<file path="config.mk">
export PLATFORM = sky130hd
export DESIGN_NAME = rom_read_sequencer
export DESIGN_NICKNAME = d
export VERILOG_FILES = /design/src/rtl/rom_read_sequencer.sv
export SDC_FILE = /design/constraint.sdc
export NUM_CORES = 1
export LEC_CHECK = 0
export CELL_PAD_IN_SITES_DETAIL_PLACEMENT = 0
export CELL_PAD_IN_SITES_GLOBAL_PLACEMENT = 1
export CORE_MARGIN = 2
export CORE_UTILIZATION = 40
export DETAILED_ROUTE_END_ITERATION = 10
export PLACE_DENSITY_LB_ADDON = 0.2
export SLEW_MARGIN = 5
export SYNTH_ARGS = -nofsm -noshare
export SYNTH_HDL_FRONTEND = slang
export SYNTH_SLANG_ARGS = --single-unit
</file>
<file path="constraint.sdc">
create_clock -name clk -period 2.4 [get_ports clk]
set_input_delay 0.24 -clock clk [delete_from_list [all_inputs] [get_ports clk]]
set_output_delay 0.24 -clock clk [all_outputs]
set_load 0.05 [all_outputs]
</file>
<file path="src/rtl/rom_read_sequencer.sv">
// Burst reader for the lab ROM: issues consecutive (wrapping) addresses and
// streams the returned words through a small FIFO with valid/ready flow control.
module rom_read_sequencer #(
  parameter int ADDR_W     = 5,
  parameter int DATA_W     = 8,
  parameter int FIFO_DEPTH = 4
) (
  input  logic              clk,
  input  logic              reset_n,
  input  logic              start,
  input  logic [ADDR_W-1:0] base_addr,
  input  logic [ADDR_W:0]   len,
  output logic [ADDR_W-1:0] rom_address,
  input  logic [DATA_W-1:0] rom_q,
  output logic [DATA_W-1:0] out_data,
  output logic              out_valid,
  input  logic              out_ready,
  output logic              out_last,
  output logic              busy,
  output logic              done
);

  localparam int LW = ADDR_W + 1;
  localparam int PW = (FIFO_DEPTH > 1) ? $clog2(FIFO_DEPTH) : 1;
  localparam int CW = $clog2(FIFO_DEPTH + 1) + 1;

  typedef enum logic [1:0] {
    ST_IDLE  = 2'd0,
    ST_RUN   = 2'd1,
    ST_DRAIN = 2'd2
  } state_t;

  state_t            state_r, state_next_s;
  logic [ADDR_W-1:0] base_r;
  logic [LW-1:0]     len_r;
  logic [LW-1:0]     issued_r;
  logic [ADDR_W-1:0] rom_address_r;
  logic              s1_vld_r, s1_last_r, s2_vld_r, s2_last_r;
  logic              busy_r, done_r;

  logic [DATA_W-1:0] mem_data_r [FIFO_DEPTH];
  logic              mem_last_r [FIFO_DEPTH];
  logic [PW-1:0]     wptr_r, rptr_r;
  logic [CW-1:0]     count_r;

  logic [1:0]        inflight_s;
  logic [CW-1:0]     occ_s;
  logic              accept_s, issue_s, issue_last_s, done_set_s;
  logic [ADDR_W-1:0] issue_addr_s;
  logic              push_s, pop_s, final_pop_s;

  function automatic logic [PW-1:0] ptr_inc(input logic [PW-1:0] p);
    return (p == PW'(FIFO_DEPTH - 1)) ? {PW{1'b0}} : p + PW'(1);
  endfunction

  assign inflight_s  = {1'b0, s1_vld_r} + {1'b0, s2_vld_r};
  assign occ_s       = count_r + CW'(inflight_s);
  assign out_valid   = (count_r != {CW{1'b0}});
  assign out_data    = mem_data_r[rptr_r];
  assign out_last    = mem_last_r[rptr_r];
  assign push_s      = s2_vld_r;
  assign pop_s       = out_valid && out_ready;
  assign final_pop_s = pop_s && mem_last_r[rptr_r];

  assign rom_address = rom_address_r;
  assign busy        = busy_r;
  assign done        = done_r;

  // State register
  always_ff @(posedge clk) begin
    if (!reset_n) state_r <= ST_IDLE;
    else          state_r <= state_next_s;
  end

  // Next-state logic
  always_comb begin
    state_next_s = state_r;
    case (state_r)
      ST_IDLE: begin
        if (accept_s) state_next_s = issue_last_s ? ST_DRAIN : ST_RUN;
        else          state_next_s = ST_IDLE;
      end
      ST_RUN: begin
        if (issue_s && issue_last_s) state_next_s = ST_DRAIN;
        else                         state_next_s = ST_RUN;
      end
      ST_DRAIN: begin
        // The tagged last beat is the final word of the burst, so popping it drains everything
        if (final_pop_s && (inflight_s == 2'd0)) state_next_s = ST_IDLE;
        else                                     state_next_s = ST_DRAIN;
      end
      default: state_next_s = ST_IDLE;
    endcase
  end

  // Issue decisions; the first address goes out on the accepting edge itself
  always_comb begin
    accept_s     = (state_r == ST_IDLE) && start && (len != {LW{1'b0}});
    issue_s      = 1'b0;
    issue_addr_s = base_r + issued_r[ADDR_W-1:0];
    issue_last_s = (issued_r == (len_r - LW'(1)));
    if (accept_s) begin
      issue_s      = 1'b1;
      issue_addr_s = base_addr;
      issue_last_s = (len == LW'(1));
    end else if (state_r == ST_RUN) begin
      issue_s = (occ_s < CW'(FIFO_DEPTH));
    end else begin
      issue_s = 1'b0;
    end
    done_set_s = (state_r == ST_DRAIN) && (state_next_s == ST_IDLE);
  end

  // Command latch, address issue and the two-stage read tag pipeline
  always_ff @(posedge clk) begin
    if (!reset_n) begin
      base_r        <= {ADDR_W{1'b0}};
      len_r         <= {LW{1'b0}};
      issued_r      <= {LW{1'b0}};
      rom_address_r <= {ADDR_W{1'b0}};
      s1_vld_r      <= 1'b0;
      s1_last_r     <= 1'b0;
      s2_vld_r      <= 1'b0;
      s2_last_r     <= 1'b0;
      busy_r        <= 1'b0;
      done_r        <= 1'b0;
    end else begin
      if (accept_s) begin
        base_r   <= base_addr;
        len_r    <= len;
        issued_r <= LW'(1);
      end else if (issue_s) begin
        issued_r <= issued_r + LW'(1);
      end
      if (issue_s) rom_address_r <= issue_addr_s;
      s1_vld_r  <= issue_s;
      s1_last_r <= issue_s && issue_last_s;
      s2_vld_r  <= s1_vld_r;
      s2_last_r <= s1_last_r;
      busy_r    <= (state_next_s != ST_IDLE);
      done_r    <= done_set_s;
    end
  end

  // Capture FIFO; issue throttling guarantees a free slot for every push
  always_ff @(posedge clk) begin
    if (!reset_n) begin
      wptr_r  <= {PW{1'b0}};
      rptr_r  <= {PW{1'b0}};
      count_r <= {CW{1'b0}};
      for (int i = 0; i < FIFO_DEPTH; i++) begin
        mem_data_r[i] <= {DATA_W{1'b0}};
        mem_last_r[i] <= 1'b0;
      end
    end else begin
      if (push_s) begin
        mem_data_r[wptr_r] <= rom_q;
        mem_last_r[wptr_r] <= s2_last_r;
        wptr_r             <= ptr_inc(wptr_r);
      end
      if (pop_s) rptr_r <= ptr_inc(rptr_r);
      case ({push_s, pop_s})
        2'b10:   count_r <= count_r + CW'(1);
        2'b01:   count_r <= count_r - CW'(1);
        default: count_r <= count_r;
      endcase
    end
  end

endmodule
</file>
== Word level (Yosys, flattened, before mapping) ==
Memories as Yosys holds them, arrays and structs flattened. A register that Yosys moved wholly into a read port is not among the register bits.
Cells that the tools add are included.

* Word-level logic and storage cells: 82
* Memories: 2
* Output and inout port bits: 17
* Bits in registers: 38
* Bits in writable memories: 36
* Bits of input ports: 23

{| class="wikitable"
|+ Memories
! memory !! words !! bits a word !! rd ports !! clocked after Yosys merged registers in !! write ports !! line !! RTL
|-
| mem_data_r || 4 || 8 || 1 || 1 || 4 || 41 || <nowiki>logic [DATA_W-1:0] mem_data_r [FIFO_DEPTH];</nowiki>
|-
| mem_last_r || 4 || 1 || 1 || 1 || 4 || 42 || <nowiki>logic mem_last_r [FIFO_DEPTH];</nowiki>
|}

* Multiplexer cells: 28
* Bitwise operators: 1
* $lt $le $gt $ge: 1
* Eq/ne operators: 8
* Add/subtract/negate cells: 9
* Reductions and logical operators: 18

{| class="wikitable"
|+ Operator list
! operator !! count
|-
| 2-bit 2-to-1 mux || 12
|-
| 1-bit 2-to-1 mux || 12
|-
| 2-bit equality test (second input constant) || 4
|-
| 8-bit 2-to-1 mux || 1
|-
| 4-bit case mux with 2 select lines || 1
|-
| 8-bit OR reduction || 1
|-
| 1-bit logical AND || 7
|-
| 6-bit by 1-bit adder with 6-bit output (second input constant) || 1
|-
| 6-bit by 1-bit equality test with 1-bit output (second input constant) || 1
|-
| 6-bit equality test || 1
|-
| 2-bit zero test || 3
|-
| 2-bit case mux with 3 select lines || 1
|-
| 2-bit nonzero test || 3
|-
| 6-bit nonzero test || 1
|-
| 6-bit by 1-bit subtractor with 6-bit output (second input constant) || 1
|-
| 5-bit adder || 1
|-
| 5-bit 2-to-1 mux || 1
|-
| 2-bit by 1-bit adder with 2-bit output (second input constant) || 2
|-
| 4-bit by 1-bit adder with 4-bit output (second input constant) || 1
|-
| 4-bit by 2-bit adder with 4-bit output || 1
|-
| 2-bit by 1-bit equality test with 1-bit output (second input constant) || 2
|-
| 4-bit by 3-bit less-than comparator with 1-bit output (second input constant) || 1
|-
| 4-bit nonzero test || 1
|-
| 4-bit by 1-bit subtractor with 4-bit output (second input constant) || 1
|-
| other kinds (4) || 4
|}

== Longest topological paths before layout ==
* Depth in word-level cells: 10
* Gate-level depth with buffers: 10
* Gate-level depth less buffers: 10

== Least setup slack after synthesis ==
Ideal clock, no wire load.

* Path kind: register to register
* From: reg count_r[0]
* To: reg count_r[3]
* Arrival: 2693 ps
* Slack: -363 ps
* Data required time: 2330 ps
* Stages on the path, launching flop included: 11
* Clock period less this slack: 2763 ps
* Path through: dfxtp_1 > or4_1 > nand2_1 > inv_1 > ha_1 > ha_1 > a21o_1 > a21oi_1 > xnor2_1 > or3_1 > a21oi_1

* Cells in the longest elaborated chain, start to end: 4
* Elaborated cells between the ends (all ways): 8

{| class="wikitable"
|+ Ends and longest elaborated chain
! item !! line !! RTL
|-
| start, declared || 44 || <nowiki>logic [CW-1:0] count_r;</nowiki>
|-
| start signal, assigned || 150 || <nowiki>count_r <= {CW{1'b0}};</nowiki>
|-
| start signal, assigned || 163 || <nowiki>2'b10: count_r <= count_r + CW'(1);</nowiki>
|-
| start signal, assigned || 164 || <nowiki>2'b01: count_r <= count_r - CW'(1);</nowiki>
|-
| 4-bit nonzero test (*) || 58 || <nowiki>assign out_valid = (count_r != {CW{1'b0}});</nowiki>
|-
| net out_valid || 16 || <nowiki>output logic out_valid,</nowiki>
|-
| 1-bit logical AND (*) || 62 || <nowiki>assign pop_s = out_valid && out_ready;</nowiki>
|-
| net pop_s || 50 || <nowiki>logic push_s, pop_s, final_pop_s;</nowiki>
|-
| 2-bit by 1-bit equality test with 1-bit output or 2-bit equality test (tied branches) || 162 || <nowiki>case ({push_s, pop_s})</nowiki>
|-
| 4-bit case mux with 2 select lines or 2-bit nonzero test (tied branches) || - ||
|}

Mark *: on every way through the listed nets, which the timed path passes. The rest lies on a longest branch.
A chain may end at the register's enable or synchronous reset.

== Worst setup path after layout ==
* From: reg count_r[2]
* To: reg count_r[3]

* Cells in the longest elaborated chain, start to end: 4
* Elaborated cells between the ends (all ways): 8

{| class="wikitable"
|+ Ends and longest elaborated chain
! item !! line
|-
| 4-bit nonzero test (*) || 58
|-
| 1-bit logical AND (*) || 62
|-
| net pop_s || 50
|-
| 2-bit by 1-bit equality test with 1-bit output or 2-bit equality test (tied branches) || 162
|-
| 4-bit case mux with 2 select lines or 2-bit nonzero test (tied branches) || -
|}

Marks and branches as above.

==> results.yml <==
clock_tree:
  clock-sinks: 76
  root_buffer: "clkbuf_8"
  ctsHoldBuffers: 0
  cts_max_path_buffers: 2
  htreeDepth: 3
  numCtsBuffers: 9
  insertion_delay_ns: 0.35
  cts_tree: "done"
  path_clk_slew_ns: 0.09
synth:
  synthMuxAreaShare: 0.0759
  synth_fa_ha_area_frac: 0.0599
  ys_seq_area_frac: 0.515
  synth_cells: 335
  synth_compound_area_frac: 0.0825
  synth_edf_count: 33
  synth_top_family_by_area: "simple AND/OR/NAND/NOR gates"
  ys_ff_latch: 76
  synth-simple-area-share: 0.186
  synth_common_cells: "dfxtp_1, nand2_1, edfxtp_1, and2_1, nor2_1"
  ys.flop_type: "dfxtp_1"
  async_reset_ff_frac: 0
  netlist.area_leader.share: 0.276
  synth_area_leaders: "edfxtp_1, dfxtp_1, mux4_2"
  ys_warn_count: 0
  synth_xor_area_frac: 0.0487
  syn-num-nets: 374
  syn_area_sq_um: 3590
  ys_types: 45
  synth.avg_cell_area_sq_um: 10.7
  yosysMostFrequentCell: "dfxtp_1"
  synth_top_cell_by_area: "edfxtp_1"
layout:
  fillers: 798
  multi_input_area_sq_um: 1670
  utilization: 0.511
  seq_area_sq_um: 1860
  syn_to_final_growth_pct: 23.9
  drive_gt1_frac: 0.176
  final_nets: 431
  antennaDiodeCount: 0
power_and_ir_drop:
  power.leakage_nw: 1.79
  power_density_nw_per_um2: 797
  vdd.ir_drop.worst_uv: 414
  power_w: 0.00355
grt:
  antenna_found_initial: 0
  overflow: 0
  grt-busiest-layer: "met2"
  grt_pass1_wl_microns: 12900
  grt_use_met2: 0.256
  grt_use_met1: 0.242
  use_met3: 0.0390
  grt_pass1_vias: 2523
  track_usage: 0.171
  grt_max_degree: 22
timing:
  finalCriticalPeriod_ns: 2.36
  tightest_slew_ns: 0.673
  finalCritPeriodShare: 0.984
  finalSetupTns_ns: 0
  fmax_mhz: 423
  hold_viol: 0
  report.final.slew_viol_count: 0
  setup_viol: 0
  rsz0062_at_grt: "true"
  clock_skew_ns: 0.0107
  relSlewSlack: 0.551
detailed_routing:
  wl_per_cell_microns: 15.3
  first_pass_iters: 5
  ant_nets: 0
  vias: 2536
  routed_wl_microns: 7750
  drtIter0Drc: 75
  via_per_inst: 5.02
  drc_errors: 0
die:
  coreArea_sq_um: 8720
  dieWidth_microns: 98.8
  dieArea_sq_um: 9760
  initial_core_util: 0.412
  pin_count: 40
  rows: 34
  die_y_microns: 98.8
placement:
  hpwl_microns: 5420
  place_congestion: 0.824
  numPortBuffers: 39
worst_setup_path:
  cp.arrival_ns: 2.64
  path_max_fanout: 4
  timing.critical_path.from: "count_r[2]"
  end_kind: "flip-flop"
  reg2reg_from: "count_r[2]"
  worst-setup-path-type: "flip-flop to flip-flop"
  crit_path_start_kind: "flip-flop"
  crit_required_ns: 2.68
worst_hold_path:
  worstHoldPathType: "flip-flop to flip-flop"
  min_from: "s1_last_r"
run_status:
  status: "complete, no violations"
flow_run:
  maxCapViolCount: 0
-- layer usage --
metal,part of all wire,vias up
met5,0,-
met4,0.0046,0
met3,0.039,2
met2,0.46,51
met1,0.49,1188
li1,-,1295
-- critical path, cell delays in order, from the launching register on --
cell and delay (ns):
dfxtp_4 0.36, or4_4 0.53, nand2_4 0.10, inv_4 0.04, ha_4 0.16, ha_4 0.20, a21o_1 0.16, a21oi_2 0.14
xnor2_1 0.09, or3_1 0.37, a21oi_1 0.14
-- timing repair --
item,4_1_cts,5_1_grt
buffers inserted,0,6
resized for setup,0,7
endpoints found under the setup margin,0,1
-- power by group --
part | leakage (nW) | switching (W) | internal (W)
sequential | 0.694 | 0.0000682 | 0.00144
combinational | 1.00 | 0.000613 | 0.000483
clock | 0.0943 | 0.000541 | 0.000401
total | 1.79 | 0.00122 | 0.00233
-- per-stage QoR --
stage / worst slack [ns] / area [sq um] / instances / hold slack, ns
2_1_floorplan: 0.00907 / 3610 / 335 / 0.376
3_3_place_gp: 0.0809 / 4190 / 483 / 0.435
3_5_place_dp: 0.0248 / 4190 / 483 / 0.427
4_1_cts: 0.00714 / 4380 / 499 / 0.451
5_1_grt: -0.0629 / 4450 / 505 / 0.458
6_report: 0.0378 / 4450 / 505 / 0.457
-- cell type report --
class,instances,area share
inverters,14,0.0124
repair buffers,61,0.123
multi-input cells,230,0.374
flip-flops and latches,76,0.418
clock inverters,7,0.0146
clock buffers,9,0.0278
well taps,108,0.0303
-- cells in the final DEF, fill, tap and decap left out, types with 13 or more instances in the layout --
cell              n
dfxtp_1          41
edfxtp_1         33
buf_4            29
and2_1           26
a21oi_1          21
nand2_1          39
nor2_1           23
clkdlybuf4s50_1  31
inv_1            13
-- cells by family after synthesis --
| kind of cell | Yosys count |
|---|---|
| simple gates | 130 |
| flops | 76 |
| compound gates | 48 |
| buf+inv | 29 |
| xor+xnor | 20 |
| mux | 16 |
| fa+ha+maj | 16 |
-- worst paths after layout --
path | end | slack, ns | cells after the start
worst min-delay path | s2_last_r | 0.46 | 1
worst max register to register | count_r[3] | 0.04 | 10
worst max-delay path | count_r[3] | 0.04 | 10
worst min register to register | s2_last_r | 0.46 | 1
-- flip-flops by register name (all words and copies together) (netlist names), named ones only --
signal,flops
count_r,4
mem_data_r,32
rom_address,5
busy,1
wptr_r,2
base_r,5
len_r,6
s1_vld_r,1
mem_last_r,4
issued_r,6
push_s,1
rptr_r,2
s1_last_r,1
s2_last_r,1
state_r,2
done,1
No activity file was read; power rests on OpenSTA's default activity.
